`src/rtl/gmm_param_fetch_ctrl.sv`:
```
// gmm_param_fetch_ctrl
//
// Streams pixels into a per-pixel GMM parameter read / update / write-back
// pipeline. Each accepted pixel issues a read to a simple dual-port
// parameter memory. The fetched word is paired with the pixel for an
// external fixed-latency update datapath. The updated word is then written
// back to the same address.
//
// Ports
//   clk_drv        in   rising-edge clock for all logic
//   reset          in   synchronous active-high reset
//   enable         in   global clock enable (also drives the memory); 0 holds everything
//   pix_valid      in   pixel qualifier
//   pix_sof        in   start of frame, qualified by pix_valid
//   pix_data       in   pixel intensity
//   sdpmem_rdaddr  out  memory read address (combinational)
//   sdpmem_rddata  in   memory read data, RD_LATENCY_p enabled cycles after rdaddr
//   sdpmem_wrena   out  memory write enable
//   sdpmem_wraddr  out  memory write address
//   sdpmem_wrdata  out  memory write data (combinational copy of upd_new_param)
//   upd_valid      out  pixel/parameter pair valid for the update datapath
//   upd_pix        out  pixel aligned with upd_param
//   upd_param      out  fetched parameter word (combinational copy of sdpmem_rddata)
//   upd_new_param  in   updated word, UPD_LATENCY_p enabled cycles after upd_valid
//   frame_done     out  one-cycle pulse after the last pixel of a frame is accepted
//   sync_err       out  sticky short-frame error, cleared only by reset
//
// The memory depth must exceed RD_LATENCY_p + UPD_LATENCY_p + 1. Under that
// condition a write-back always lands before the same address is read again,
// so no forwarding path is needed.

module gmm_param_fetch_ctrl #(
  parameter int DATAWIDTH_p   = 32,
  parameter int PIXWIDTH_p    = 8,
  parameter int MEM_DEPTH_p   = 153600,
  parameter int RD_LATENCY_p  = 1,
  parameter int UPD_LATENCY_p = 4,
  localparam int ADDRWIDTH_c  = (MEM_DEPTH_p > 1) ? $clog2(MEM_DEPTH_p) : 1
) (
  input  logic                   clk_drv,
  input  logic                   reset,
  input  logic                   enable,
  input  logic                   pix_valid,
  input  logic                   pix_sof,
  input  logic [PIXWIDTH_p-1:0]  pix_data,
  output logic [ADDRWIDTH_c-1:0] sdpmem_rdaddr,
  input  logic [DATAWIDTH_p-1:0] sdpmem_rddata,
  output logic                   sdpmem_wrena,
  output logic [ADDRWIDTH_c-1:0] sdpmem_wraddr,
  output logic [DATAWIDTH_p-1:0] sdpmem_wrdata,
  output logic                   upd_valid,
  output logic [PIXWIDTH_p-1:0]  upd_pix,
  output logic [DATAWIDTH_p-1:0] upd_param,
  input  logic [DATAWIDTH_p-1:0] upd_new_param,
  output logic                   frame_done,
  output logic                   sync_err
);

  localparam logic [ADDRWIDTH_c-1:0] LAST_ADDR_c = ADDRWIDTH_c'(MEM_DEPTH_p - 1);

  // ---------------------------------------------------------------------------
  // Address counter, frame pulse and sync error
  // ---------------------------------------------------------------------------
  logic [ADDRWIDTH_c-1:0] addr_cnt_reg, addr_cnt_next;
  logic [ADDRWIDTH_c-1:0] used_addr;
  logic                   frame_done_reg, frame_done_next;
  logic                   sync_err_reg, sync_err_next;

  // A start-of-frame pixel always restarts at address 0, even mid-frame.
  assign used_addr     = pix_sof ? '0 : addr_cnt_reg;
  assign sdpmem_rdaddr = used_addr;

  // Registers only advance when enable=1, so pix_valid alone qualifies
  // acceptance inside this block.
  always_comb begin
    addr_cnt_next   = addr_cnt_reg;
    frame_done_next = 1'b0;
    sync_err_next   = sync_err_reg;
    if (pix_valid) begin
      addr_cnt_next   = (used_addr == LAST_ADDR_c) ? '0 : used_addr + ADDRWIDTH_c'(1);
      frame_done_next = (used_addr == LAST_ADDR_c);
      // A start of frame before the counter has wrapped means the previous
      // frame was short.
      if (pix_sof && (addr_cnt_reg != '0)) begin
        sync_err_next = 1'b1;
      end
    end
  end

  always_ff @(posedge clk_drv) begin
    if (reset) begin
      addr_cnt_reg   <= '0;
      frame_done_reg <= 1'b0;
      sync_err_reg   <= 1'b0;
    end else if (enable) begin
      addr_cnt_reg   <= addr_cnt_next;
      frame_done_reg <= frame_done_next;
      sync_err_reg   <= sync_err_next;
    end
  end

  assign frame_done = frame_done_reg;
  assign sync_err   = sync_err_reg;

  // ---------------------------------------------------------------------------
  // Read-side delay line: matches the memory read latency so the pixel and
  // the fetched word leave together.
  // ---------------------------------------------------------------------------
  logic                   rd_valid_reg [RD_LATENCY_p];
  logic [PIXWIDTH_p-1:0]  rd_pix_reg   [RD_LATENCY_p];
  logic [ADDRWIDTH_c-1:0] rd_addr_reg  [RD_LATENCY_p];
  logic                   rd_valid_next [RD_LATENCY_p];
  logic [PIXWIDTH_p-1:0]  rd_pix_next   [RD_LATENCY_p];
  logic [ADDRWIDTH_c-1:0] rd_addr_next  [RD_LATENCY_p];

  genvar gi;
  generate
    for (gi = 0; gi < RD_LATENCY_p; gi++) begin : g_rd_stage
      if (gi == 0) begin : g_head
        assign rd_valid_next[gi] = pix_valid;
        assign rd_pix_next[gi]   = pix_data;
        assign rd_addr_next[gi]  = used_addr;
      end else begin : g_tail
        assign rd_valid_next[gi] = rd_valid_reg[gi-1];
        assign rd_pix_next[gi]   = rd_pix_reg[gi-1];
        assign rd_addr_next[gi]  = rd_addr_reg[gi-1];
      end
    end
  endgenerate

  always_ff @(posedge clk_drv) begin
    if (reset) begin
      for (int i = 0; i < RD_LATENCY_p; i++) begin
        rd_valid_reg[i] <= 1'b0;
        rd_pix_reg[i]   <= '0;
        rd_addr_reg[i]  <= '0;
      end
    end else if (enable) begin
      for (int i = 0; i < RD_LATENCY_p; i++) begin
        rd_valid_reg[i] <= rd_valid_next[i];
        rd_pix_reg[i]   <= rd_pix_next[i];
        rd_addr_reg[i]  <= rd_addr_next[i];
      end
    end
  end

  assign upd_valid = rd_valid_reg[RD_LATENCY_p-1];
  assign upd_pix   = rd_pix_reg[RD_LATENCY_p-1];
  assign upd_param = sdpmem_rddata;

  // ---------------------------------------------------------------------------
  // Write-side delay line: carries the address across the update datapath
  // latency so the write-back targets the address that was read.
  // ---------------------------------------------------------------------------
  logic                   wr_valid_reg  [UPD_LATENCY_p];
  logic [ADDRWIDTH_c-1:0] wr_addr_reg   [UPD_LATENCY_p];
  logic                   wr_valid_next [UPD_LATENCY_p];
  logic [ADDRWIDTH_c-1:0] wr_addr_next  [UPD_LATENCY_p];

  generate
    for (gi = 0; gi < UPD_LATENCY_p; gi++) begin : g_wr_stage
      if (gi == 0) begin : g_head
        assign wr_valid_next[gi] = rd_valid_reg[RD_LATENCY_p-1];
        assign wr_addr_next[gi]  = rd_addr_reg[RD_LATENCY_p-1];
      end else begin : g_tail
        assign wr_valid_next[gi] = wr_valid_reg[gi-1];
        assign wr_addr_next[gi]  = wr_addr_reg[gi-1];
      end
    end
  endgenerate

  always_ff @(posedge clk_drv) begin
    if (reset) begin
      for (int i = 0; i < UPD_LATENCY_p; i++) begin
        wr_valid_reg[i] <= 1'b0;
        wr_addr_reg[i]  <= '0;
      end
    end else if (enable) begin
      for (int i = 0; i < UPD_LATENCY_p; i++) begin
        wr_valid_reg[i] <= wr_valid_next[i];
        wr_addr_reg[i]  <= wr_addr_next[i];
      end
    end
  end

  assign sdpmem_wrena  = wr_valid_reg[UPD_LATENCY_p-1];
  assign sdpmem_wraddr = wr_addr_reg[UPD_LATENCY_p-1];
  assign sdpmem_wrdata = upd_new_param;

endmodule

```
`config.mk`:
```
export PLATFORM = sky130hd
export DESIGN_NAME = gmm_param_fetch_ctrl
export DESIGN_NICKNAME = d
export VERILOG_FILES = /design/src/rtl/gmm_param_fetch_ctrl.sv
export SDC_FILE = /design/constraint.sdc
export NUM_CORES = 1
export LEC_CHECK = 0
export CORE_AREA = 10 10 120 122
export CTS_BUF_LIST = sky130_fd_sc_hd__clkbuf_8
export CTS_CLUSTER_SIZE = 25
export DETAILED_ROUTE_END_ITERATION = 8
export DIE_AREA = 0 0 130 132
export GPL_TIMING_DRIVEN = 0
export PLACE_DENSITY_LB_ADDON = 0.3
export SKIP_LAST_GASP = 1
export SYNTH_ARGS = -nofsm -noshare
export SYNTH_HDL_FRONTEND = slang
export SYNTH_SLANG_ARGS = --single-unit
```
`constraint.sdc`:
```
create_clock -name clk_drv -period 2.8 [get_ports clk_drv]
set_input_delay 0.42 -clock clk_drv [delete_from_list [all_inputs] [get_ports clk_drv]]
set_output_delay 0.42 -clock clk_drv [all_outputs]
set_load 0.02 [all_outputs]
```
Word level (Yosys, flattened, before mapping)
Memory sizes are Yosys's and may differ from the RTL's.
Index checks and enable logic that the tools add are counted.
{"block": "classes", "n_addsub": 1, "eq_ne": 1, "muxes": 22, "n_bitwise": 8, "n_reduce_logical": 7}
{"cell": "$mux 18", "count": 7}
{"cell": "$add 18x1->18 const B", "count": 1}
{"cell": "$eq 18x18->1 const B", "count": 1}
{"cell": "$reduce_bool 18->1", "count": 1}
{"cell": "$reduce_or 18->1", "count": 1}
{"cell": "$mux 1", "count": 14}
{"cell": "$mux 8", "count": 1}
{"cell": "$or 1x1->1", "count": 8}
{"cell": "$reduce_or 8->1", "count": 1}
{"cell": "$reduce_and 3->1", "count": 1}
{"cell": "$reduce_and 2->1", "count": 1}
{"cell": "$logic_and 1x1->1", "count": 1}
{"cell": "$reduce_or 1->1", "count": 1}
{"block": "word_totals", "regBits": 20, "mem_bits_rw": 103, "input_bits": 77, "out_inout_bits": 112, "elab_cells": 47, "mem_count": 5}
{"name": "wr_addr_reg", "words": 4, "word_bits": 18, "read_ports": 4, "rd_clocked_by_memory_dff": 0, "wr": 4, "line_no": "156", "source": "logic [ADDRWIDTH_c-1:0] wr_addr_reg [UPD_LATENCY_p];"}
{"name": "rd_addr_reg", "words": 1, "word_bits": 18, "read_ports": 1, "rd_clocked_by_memory_dff": 0, "wr": 1, "line_no": "111", "source": "logic [ADDRWIDTH_c-1:0] rd_addr_reg [RD_LATENCY_p];"}
{"name": "rd_pix_reg", "words": 1, "word_bits": 8, "read_ports": 1, "rd_clocked_by_memory_dff": 0, "wr": 1, "line_no": "110", "source": "logic [PIXWIDTH_p-1:0] rd_pix_reg [RD_LATENCY_p];"}
{"name": "wr_valid_reg", "words": 4, "word_bits": 1, "read_ports": 4, "rd_clocked_by_memory_dff": 0, "wr": 4, "line_no": "155", "source": "logic wr_valid_reg [UPD_LATENCY_p];"}
{"name": "rd_valid_reg", "words": 1, "word_bits": 1, "read_ports": 1, "rd_clocked_by_memory_dff": 0, "wr": 1, "line_no": "109", "source": "logic rd_valid_reg [RD_LATENCY_p];"}

Longest topological paths before layout
{"block": "depth", "depth_word": 5, "ltp_mapped": 10, "ltp_nobuf": 8}

Worst setup path before layout
OpenSTA, ideal clock, no wires.
{"block": "synth_path", "path_type": "input port to flip-flop", "start": "in pix_sof", "end": "reg addr_cnt_reg[13]", "setup_time_ns": 0.137, "arrival_time_ns": 2.438, "required_ns": 2.663, "setup_slack_ns": 0.225, "stages": 10, "path_cell_list": "clkbuf_1 -> clkbuf_1 -> nand2b_1 -> inv_1 -> ha_1 -> nand3_1 -> nor4_2 -> a21boi_0 -> a21oi_1 -> o32ai_1"}
{"block": "synth_via", "elab_chain_len": 3}
{"item": "start, declared", "line_no": "44", "source": "input logic pix_sof,"}
{"item": "$mux 18 (*)", "line_no": "70", "source": "assign used_addr = pix_sof ? '0 : addr_cnt_reg;"}
{"item": "net sdpmem_rdaddr[0]", "line_no": "46", "source": "output logic [ADDRWIDTH_c-1:0] sdpmem_rdaddr,"}
{"item": "$add 18x1->18 or $eq 18x18->1 (tied branches)", "line_no": "80", "source": "addr_cnt_next = (used_addr == LAST_ADDR_c) ? '0 : used_addr + ADDRWIDTH_c'(1);"}
{"item": "$mux 18 (*)", "line_no": "80"}
{"item": "end signal, assigned", "line_no": "96", "source": "addr_cnt_reg <= addr_cnt_next;"}
{"item": "end, declared", "line_no": "64", "source": "logic [ADDRWIDTH_c-1:0] addr_cnt_reg, addr_cnt_next;"}
The timed path passes the listed nets; every way through them passes the cells marked *.
A chain may end at the register's enable or synchronous reset.

Worst setup path in the final report
{"block": "layout_path", "start": "in pix_sof", "end": "out sdpmem_rdaddr[8]"}
{"block": "layout_via", "elab_chain_len": 1}
{"item": "$mux 18", "line_no": "70"}
{"item": "end, declared", "line_no": "46"}
Every way passes these cells.

==> out/metrics.yaml <==
run_status:
  status: "finished clean"
cts:
  cts_tree: "done"
  clock-root-buffer: "clkbuf_8"
  cts_buffer_depth: 2
  htree_levels: 4
  holdBufCountCts: 0
  worstSkewPairLatency_ps: 430
  cts.clk_slew.worst_paths_ps: 90
  cts_made_buffers: 17
  cts.sinks: 123
pwr:
  sw_frac_of_total_pct: 24.93
  power_frac_clock_pct: 38.6
  p_seq_share_pct: 50.3
  ir_drop_uv: 239.3
  p_leak_nw: 2.905
  p_comb_share_pct: 11.1
  switchingPower_mw: 1.039
  p_per_area_nw_per_um2: 561.6
  p_int_mw: 3.128
setup_path:
  path_max_fanout: 19
  cp-end-kind: "output pin"
  worst_ep_arrival_time_ps: 2160
  cp.required_ps: 2380
  cpMaxStageDelayCell: "clkdlybuf4s50_1"
  worst_path_largest_cell_delay_ps: 550
  crit_type: "input pin to output pin"
  start_kind: "input pin"
  path_cells: "clkdlybuf4s50_1 -> buf_2 -> buf_2 -> nor2_1 -> clkdlybuf4s50_1"
placement:
  gp_congestion: 0.8787
  dp_hpwl_um: 9471
  io_buffers: 123
  dpl-instance-area_um2: 6975
floorplanning:
  num_rows: 40
  io_pins: 189
  dieArea_um2: 17160
  dieWidth_um: 130
  design.core.area_um2: 11910
  die_height_um: 132
  start_util_pct: 46.43
timing:
  fmaxAchievable_mhz: 387.6
  fin_crit_ps: 2580
  grt_setup_unrepaired: "no"
  worstMarginPinSlew_ps: 771.6
  max_slew_margin_pct: 48.37
  finalClockSkew_ps: 15.38
  post-route-period-util_pct: 92.13
  hold_viol: 0
  setup_violations: 0
  slew_violations: 0
finish:
  area_growth_pct: 34.16
  utilization_pct: 62.29
  final_cell_area_um2: 7420
  fillCellCount: 981
  drive_gt1_share_pct: 18.36
  nNetsFinal: 675
  final_cell_mix: "clkdlybuf4s50_1 (123), edfxtp_1 (103), and2_1 (92)"
  n_antenna_cell: 0
  final_common_cell: "clkdlybuf4s50_1"
  seqCellArea_um2: 3493
  multi_input_area_um2: 1461
  largest_reg_flops: 72
grt:
  grt_pass1_wl_um: 19710
  grt_overflow: 0
  grt_use_total_pct: 14.59
  grt_antenna_before_repair: 0
  grt_pass1_vias: 3781
  grt_max_degree: 74
synth:
  yosys_warnings: 0
  synth_top_flop_cell: "edfxtp_1"
  ys_ff_latch: 123
  syn_area_per_cell_um2: 12.18
  synthDistinctLibCells: 48
  synth_fp_nets: 532
  synth_edf_count: 103
  yosysSeqAreaShare_pct: 63.17
  ys_async_sr_fraction_pct: 0
  netlist_instances: 454
  syn_area_um2: 5530
detailed_routing:
  viasPerCell: 4.847
  vias: 3669
  drtIter0Drc: 200
  wire_per_inst_um: 16.46
  totalWireLength_um: 12460
  firstDrtPassIters: 6
  ant_nets: 0
  drc_errors: 0
flow_run:
  cap_violations: 0
min_path:
  hp-class: "input pin to flop"
-- critical path, delay by kind of cell --
kind,cells,cell delay [ps]
buffers and inverters,4,1630
and+or+nand+nor,1,90
-- stage by stage --
step                std cells  hold slack [ps]  worst slack [ps]  power, mW  TNS, ps
finish                    757            477.4             220.3      4.167        0
global route              757            500.9             56.17      4.320        0
CTS                       757            459.9             24.06      4.205        0
detailed placement        725            477.7            -949.1      2.608   -12840
global placement          724            463.8             -1001      2.594   -48080
floorplan                 454            467.3             224.9      2.396        0
-- final cells by class --
cell class	instances	share of cell area, %
flip-flops and latches	123	47.08
multi-input cells	233	19.70
repair buffers	125	17.07
plain buffers	82	7.420
clock buffers	17	3.153
well taps	147	2.479
clock inverters	15	2.344
inverters	15	0.7589
-- power by group through the flow --
stage | Clock (mW) | Combinational (mW) | Sequential (mW)
floorplan | 0 | 0.225 | 2.17
global placement | 0 | 0.458 | 2.14
detailed placement | 0 | 0.471 | 2.14
CTS | 1.64 | 0.474 | 2.10
global route | 1.72 | 0.497 | 2.10
finish | 1.61 | 0.464 | 2.09
-- metal layers --
layer / vias to the layer above / routed length [um] / part of all wire [%] / global-route usage [%]
met5: - / 0 / 0 / 0
met4: 0 / 161 / 1.3 / 5.313
met3: 10 / 782 / 6.3 / 4.666
met2: 89 / 7077 / 57 / 26.99
met1: 1750 / 4440 / 36 / 14.67
li1: 1820 / - / - / -
-- cells in the mapped netlist, drive strengths merged (6+ instances only) --
library cell    n  area share [%]
edfxtp        103              56
and2           92              10
buf            65             8.8
nor2           23             1.6
dfxtp          20             7.2
clkbuf         18             1.2
inv            15             1.0
nand2          14            0.95
nor3           12             1.1
nand2b         10             1.1
a21oi           9            0.81
nand3           8            0.72
nor2b           7            0.79
nor4            6            0.90
o21ai           6            0.61
-- repair_timing --
| item | in CTS | in global routing |
|---|---|---|
| pin swaps | 0 | 1 |
| resized for setup | 8 | 3 |
| hold endpoints to repair | 0 | 0 |
| setup endpoints to repair | 24 | 18 |
| setup buffers | 0 | 1 |
-- final timing paths --
path	cells after the start	slack [ps]	end	start
min	3	480	addr_cnt_reg[17]	reset
min reg2reg	2	490	frame_done	frame_done
max reg2reg	8	560	addr_cnt_reg[15]	addr_cnt_reg[0]
max	5	220	sdpmem_rdaddr[8]	pix_sof
-- cell families (layout without fill, tap and decap cells) --
family | after synthesis | after routing | synth area share (%)
compound gates | 36 | 36 | 4.321
xor+xnor | 3 | 3 | 0.4752
fa+ha+maj | 1 | 1 | 0.2262
buf+inv | 98 | 254 | 11.00
flops | 123 | 123 | 63.17
mux | 1 | 1 | 0.1810
simple gates | 192 | 192 | 20.63
Power figures use the tool's default switching activity.
